==> config.mk <==
export PLATFORM = sky130hd
export DESIGN_NAME = rr_mux_sched
export DESIGN_NICKNAME = d
export VERILOG_FILES = /design/src/rtl/rr_mux_sched_pkg.sv /design/src/rtl/rr_mux_sched_pick.sv /design/src/rtl/rr_mux_sched.sv
export SDC_FILE = /design/constraint.sdc
export NUM_CORES = 1
export LEC_CHECK = 0
export CAP_MARGIN = 20
export CORE_MARGIN = 2
export CORE_UTILIZATION = 56
export DETAILED_ROUTE_END_ITERATION = 10
export PLACE_DENSITY = 0.84
export RECOVER_POWER = 25
export REMOVE_ABC_BUFFERS = 1
export SLEW_MARGIN = 20
export SYNTH_ARGS = -nofsm -noshare
export SYNTH_HDL_FRONTEND = slang
export SYNTH_SLANG_ARGS = --single-unit
==> constraint.sdc <==
create_clock -name clk -period 6 [get_ports clk]
set_input_delay 0.6 -clock clk [delete_from_list [all_inputs] [get_ports clk]]
set_output_delay 0.6 -clock clk [all_outputs]
set_load 0.02 [all_outputs]
==> src/rtl/rr_mux_sched_pkg.sv <==
// Shared types and default sizing for the round-robin mux scheduler.
// Optional feature macro used by rr_mux_sched: RR_MUX_SCHED_BURST_EN.
package rr_mux_sched_pkg;

    localparam int DEF_N_REQ     = 16;
    localparam int DEF_SEL_WIDTH = 4;

    typedef enum logic [1:0] {
        IDLE   = 2'd0,
        SETTLE = 2'd1,
        OFFER  = 2'd2
    } state_e;

endpackage

==> src/rtl/rr_mux_sched_pick.sv <==
// rr_pick: combinational round-robin picker. Searches req starting at
// last+1 and wrapping at N_REQ-1 -> 0; the first set bit wins.
module rr_pick
    import rr_mux_sched_pkg::*;
#(
    parameter int N_REQ     = DEF_N_REQ,
    parameter int SEL_WIDTH = DEF_SEL_WIDTH
) (
    input  logic [N_REQ-1:0]     req,
    input  logic [SEL_WIDTH-1:0] last,
    output logic [SEL_WIDTH-1:0] winner,
    output logic                 any
);

    logic [SEL_WIDTH:0] sum_s;
    logic [SEL_WIDTH:0] cand_s;

    // Walk candidates from farthest to nearest so the nearest requester after last overwrites the rest.
    always_comb begin
        winner = '0;
        any    = 1'b0;
        sum_s  = '0;
        cand_s = '0;
        for (int i = N_REQ - 1; i >= 0; i--) begin
            sum_s  = {1'b0, last} + (SEL_WIDTH+1)'(i) + (SEL_WIDTH+1)'(1);
            cand_s = (sum_s >= (SEL_WIDTH+1)'(N_REQ)) ? (sum_s - (SEL_WIDTH+1)'(N_REQ)) : sum_s;
            winner = req[cand_s[SEL_WIDTH-1:0]] ? cand_s[SEL_WIDTH-1:0] : winner;
            any    = any | req[cand_s[SEL_WIDTH-1:0]];
        end
    end

endmodule

==> src/rtl/rr_mux_sched.sv <==
// rr_mux_sched: round-robin scheduler driving the select of an external
// N_REQ:1 mux, sampling its output one cycle later and offering the sample
// downstream with a valid/ready handshake.
// Optional feature: define RR_MUX_SCHED_BURST_EN to let a granted requester
// keep the grant for up to MAX_BURST consecutive transfers.
module rr_mux_sched
    import rr_mux_sched_pkg::*;
#(
    parameter int N_REQ     = DEF_N_REQ,
    parameter int SEL_WIDTH = DEF_SEL_WIDTH,
    parameter int MAX_BURST = 4
) (
    input  logic                 clk,
    input  logic                 rst_n,
    input  logic [N_REQ-1:0]     req,
    output logic [SEL_WIDTH-1:0] mux_sel,
    input  logic                 mux_out,
    output logic [N_REQ-1:0]     gnt,
    output logic                 out_valid,
    input  logic                 out_ready,
    output logic                 out_data,
    output logic [SEL_WIDTH-1:0] out_src,
    output logic [N_REQ-1:0]     done
);

    function automatic logic [N_REQ-1:0] onehot(input logic [SEL_WIDTH-1:0] idx);
        logic [N_REQ-1:0] v;
        v      = '0;
        v[idx] = 1'b1;
        return v;
    endfunction

    state_e                 state_q,     state_d;
    logic [SEL_WIDTH-1:0]   mux_sel_q,   mux_sel_d;
    logic [N_REQ-1:0]       gnt_q,       gnt_d;
    logic                   out_valid_q, out_valid_d;
    logic                   out_data_q,  out_data_d;
    logic [SEL_WIDTH-1:0]   out_src_q,   out_src_d;
    logic [N_REQ-1:0]       done_q,      done_d;
    logic [SEL_WIDTH-1:0]   last_q,      last_d;

    logic [SEL_WIDTH-1:0]   pick_winner_s;
    logic                   pick_any_s;

`ifdef RR_MUX_SCHED_BURST_EN
    localparam int CNT_W = (MAX_BURST > 1) ? $clog2(MAX_BURST) : 1;
    logic [CNT_W-1:0]       burst_cnt_q, burst_cnt_d;
`else
    logic                   unused_max_burst_s;
    assign unused_max_burst_s = (MAX_BURST != 32'sd0);
`endif

    rr_pick #(
        .N_REQ     (N_REQ),
        .SEL_WIDTH (SEL_WIDTH)
    ) u_pick (
        .req    (req),
        .last   (last_q),
        .winner (pick_winner_s),
        .any    (pick_any_s)
    );

    // Next-state and output computation for the IDLE/SETTLE/OFFER scheduler.
    always_comb begin
        state_d     = state_q;
        mux_sel_d   = mux_sel_q;
        gnt_d       = gnt_q;
        out_valid_d = out_valid_q;
        out_data_d  = out_data_q;
        out_src_d   = out_src_q;
        done_d      = '0;
        last_d      = last_q;
`ifdef RR_MUX_SCHED_BURST_EN
        burst_cnt_d = burst_cnt_q;
`endif
        case (state_q)
            IDLE: begin
                if (pick_any_s) begin
                    mux_sel_d = pick_winner_s;
                    gnt_d     = onehot(pick_winner_s);
                    state_d   = SETTLE;
                end else begin
                    gnt_d     = '0;
                    state_d   = IDLE;
                end
            end
            SETTLE: begin
                // mux_out has had a full cycle to settle on the registered select.
                out_data_d  = mux_out;
                out_src_d   = mux_sel_q;
                out_valid_d = 1'b1;
                state_d     = OFFER;
            end
            OFFER: begin
                if (out_valid_q && out_ready) begin
                    out_valid_d = 1'b0;
                    done_d      = onehot(mux_sel_q);
                    last_d      = mux_sel_q;
`ifdef RR_MUX_SCHED_BURST_EN
                    if (req[mux_sel_q] && (burst_cnt_q < CNT_W'(MAX_BURST - 1))) begin
                        burst_cnt_d = burst_cnt_q + CNT_W'(1);
                        state_d     = SETTLE;
                    end else begin
                        burst_cnt_d = '0;
                        gnt_d       = '0;
                        state_d     = IDLE;
                    end
`else
                    gnt_d       = '0;
                    state_d     = IDLE;
`endif
                end else begin
                    state_d = OFFER;
                end
            end
            default: begin
                state_d     = IDLE;
                gnt_d       = '0;
                out_valid_d = 1'b0;
            end
        endcase
    end

    // Scheduler state and output registers; reset discards any pending sample.
    always_ff @(posedge clk or negedge rst_n) begin
        if (!rst_n) begin
            state_q     <= IDLE;
            mux_sel_q   <= '0;
            gnt_q       <= '0;
            out_valid_q <= 1'b0;
            out_data_q  <= 1'b0;
            out_src_q   <= '0;
            done_q      <= '0;
            last_q      <= SEL_WIDTH'(N_REQ - 1);
        end else begin
            state_q     <= state_d;
            mux_sel_q   <= mux_sel_d;
            gnt_q       <= gnt_d;
            out_valid_q <= out_valid_d;
            out_data_q  <= out_data_d;
            out_src_q   <= out_src_d;
            done_q      <= done_d;
            last_q      <= last_d;
        end
    end

`ifdef RR_MUX_SCHED_BURST_EN
    // Counts extra transfers granted to the current owner within one burst.
    always_ff @(posedge clk or negedge rst_n) begin
        if (!rst_n) begin
            burst_cnt_q <= '0;
        end else begin
            burst_cnt_q <= burst_cnt_d;
        end
    end
`endif

    assign mux_sel   = mux_sel_q;
    assign gnt       = gnt_q;
    assign out_valid = out_valid_q;
    assign out_data  = out_data_q;
    assign out_src   = out_src_q;
    assign done      = done_q;

endmodule

==> summary.txt <==
GRT
  – Initial antenna violation count: 0
  – GRT Overall Usage: 0.304
  – Largest net degree at the start of global routing: 49
  – First-pass GRT wire length: 19.7 mm
  – Vias in the first global route: 3638
  – Total grt overflow: 0

Worst setup path
  – Critical path class: reg -> reg
  – CP Data Required Time: around 6200 ps
  – Largest delay share family, worst path: compound AO/OA/AOI/OAI gates
  – Crit Path Max Fanout: 19
  – Critical Path AT: 5360 ps
  – Startpoint Class: register
  – Crit. path cell count: 12
  – Crit-path cells: clkinv_1 > ha_1 > buf_4 > inv_1 > o31ai_1 > xnor2_1 > mux4_2 > o21ai_0 > a2111oi_0 > o2111ai_1 > a21boi_0 > a32o_1
  – Reg2Reg Setup Slack: 890 ps
  – Crit-path max cell delay: 790 ps
  – Slowest cell on crit path: ha_1
  – Worst R2R Path Depth: 12
  – Worst Setup End Kind: register
  – CP bufs+invs: 3

Power and ir drop
  – Seq pwr share: 0.450
  – Leak pwr: 1.98 nW
  – Pwr Density: 145 nW/um^2
  – P_int: 0.541 mW
  – Logic gate share of total power: 0.160
  – Max VDD drop: 0.130 mV
  – Total chip power: 0.720 mW
  – Part of the power in the clock network: 0.390
  – Sw frac: 0.249
  – Sw Pwr: 0.180 mW

Logic synthesis
  – Ys Warns: 0
  – Mean Syn Cell Area: ~10 sq um
  – Unique masters post-synth: 62
  – Seq/Total Area, Yosys: 0.289
  – Synth Cell Area: roughly 4200 sq um
  – Synth Flop Type: dfrtp_1
  – Number of flops mapped to enable cells by yosys: 0
  – Async S/R FF share, synth: 1.00
  – Yosys reg bits: 48
  – Synthesized instance count: 410

Final layout
  – Layout Nets: ~490
  – Area grow syn2layout: 19.0%
  – Share of layout cells above drive strength 1: 0.179
  – Antenna cell count: 0

Floorplanning
  – Die extent in x: 90.3 um
  – Die area: 8150 sq um
  – Initial Util: 0.578
  – Core Rows: 31
  – Core box area: approximately 7200 sq um
  – Die H: 90.3 um
  – I/O pins: 62

Outcome
  – Outcome: complete, but fails checks
  – Violated checks: capacitance limit, slew limit

Clock network
  – H-tree lvl count: 2
  – Root buf cell: clkbuf_8
  – Setup Buffers After CTS: 0
  – CTS Sinks: 48
  – CTS tree: done
  – Clk pin slew, worst setup/hold paths: 90 ps
  – # hold bufs at CTS: 0
  – Total CTS buffers: 5
  – Max clock buf depth: 2
  – CTS resizes: 0
  – Clock latency on the worst-skew pair: 310 ps

Drt
  – Total wire length: 12.1 mm
  – DR iter-0 viols: roughly 440
  – DRC Markers: 0
  – Post-DRT Antenna Nets: 0
  – Vias: 3844
  – Routed len/inst: approximately 21 um
  – Drt pass-1 iters: 5
  – Vias per std cell: 6.83

Hold path
  – HP Class: reg -> reg
  – Hold path depth: 2

STA
  – Setup TNS: 0 ps
  – Slew Viols, Final: 49
  – Period utilization: 0.852
  – RSZ-0062 raised after global routing: false
  – Worst Tran Pin Value: around 2500 ps
  – Max-slew headroom: -0.648
  – Final hold violations: 0
  – Fin crit period: 5110 ps
  – Clock Skew: 10.7 ps
  – Max Clk Rate: approximately 200 MHz
  – # setup viols final: 0

Placed design
  – Count of input and output buffers: 61
  – Post-DP HPWL: 9.30 mm
  – GP Congestion: 1.07

Job
  – Max-cap violations: 1
path summary, 6_finish.rpt:
kind,end,start
worst max-delay path,gnt[13],last_q[1]
worst min-delay path,gnt[15],gnt[15]
worst max register to register,gnt[13],last_q[1]
worst min register to register,gnt[15],gnt[15]
max in group asynchronous,gnt[9],rst_n
min in group asynchronous,done[12],rst_n
flip-flops by register name, summed over array words and instances, names as in the netlist:
signal and count:
done 16, out_valid 1, out_src 4, last_q 4
out_data 1, gnt 16, state_q 2, mux_sel 4
through the flow:
step	cell area (sq um)	instances	utilization	setup slack (ps)	hold slack, ps
6_report	4960	563	0.687	885	492
5_1_grt	4960	563	0.687	636	526
4_1_cts	4960	563	0.687	1060	495
3_5_place_dp	4820	555	0.668	1070	473
3_3_place_gp	4820	555	0.668	1330	468
2_1_floorplan	4050	390	-	1040	304
layout make-up:
class                      count  area (sq um)
clock buffer                   5          68.8
clock inverter                 3          68.8
fill                         580          2260
inverter                      10          37.5
multi-input combinational    332          2810
sequential                    48          1210
tap                           99           124
timing repair buffer          66           642
synthesized netlist by cell type (all sizes together), types with 5 or more instances:
| cell | number | share of area |
|---|---|---|
| a21oi | 12 | 0.014 |
| a22o | 5 | 0.011 |
| a31oi | 6 | 0.0090 |
| buf | 12 | 0.020 |
| clkbuf | 8 | 0.0072 |
| dfrtp | 44 | 0.26 |
| ha | 8 | 0.024 |
| inv | 8 | 0.0072 |
| mux2 | 33 | 0.089 |
| mux2i | 43 | 0.10 |
| mux4 | 23 | 0.13 |
| nand2 | 32 | 0.029 |
| nand2b | 7 | 0.011 |
| nand3 | 8 | 0.0096 |
| nor2 | 35 | 0.032 |
| nor3 | 8 | 0.0096 |
| o21ai | 23 | 0.028 |
| o221ai | 5 | 0.011 |
| o22ai | 6 | 0.0090 |
| o31ai | 7 | 0.016 |
| xnor2 | 12 | 0.029 |
power groups by stage:
| stage | logic, mW | registers, mW | clock network [mW] |
|---|---|---|---|
| after floorplan | 0.0643 | 0.331 | 0 |
| after global placement | 0.108 | 0.330 | 0 |
| after detailed placement | 0.111 | 0.330 | 0 |
| after CTS | 0.112 | 0.324 | 0.283 |
| after global routing | 0.123 | 0.324 | 0.297 |
| final | 0.115 | 0.324 | 0.281 |
worst register-to-register path: stages (launching register included):
cell       delay [ps]
dfstp_2           780
clkinv_1          160
ha_1              790
buf_4             300
inv_1             120
o31ai_1           300
xnor2_1           290
mux4_2            530
o21ai_0           200
a2111oi_0         450
o2111ai_1         340
a21boi_0          550
a32o_1            250
cells by family (layout without fill, tap and decap cells):
| group | count (synthesis) | in the layout | share of synthesized area |
|---|---|---|---|
| simple gates | 112 | 112 | 0.128 |
| buf+inv | 30 | 84 | 0.0360 |
| mux | 99 | 99 | 0.319 |
| fa+ha+maj | 8 | 8 | 0.0240 |
| xor+xnor | 15 | 15 | 0.0351 |
| compound gates | 98 | 98 | 0.168 |
| flops | 48 | 48 | 0.289 |
placed cells by master, fill, tap and decap left out, types with 10 or more instances in the layout:
master | netlist | final
mux2_2 | 33 | 33
a21oi_1 | 12 | 12
nand2_1 | 32 | 32
nor2_1 | 35 | 35
mux2i_1 | 42 | 42
mux4_2 | 21 | 21
clkdlybuf4s50_1 | 0 | 60
o21ai_0 | 20 | 20
xnor2_1 | 10 | 10
dfrtp_1 | 44 | 44
per-layer routing:
layer	routed length, um	GRT usage	up-vias
met2	5830	0.497	249
li1	-	-	1680
met4	312	0.0962	0
met5	0	0	-
met1	4830	0.413	1890
met3	1090	0.0568	25
Note: power is estimated with default switching activity, not from simulation.
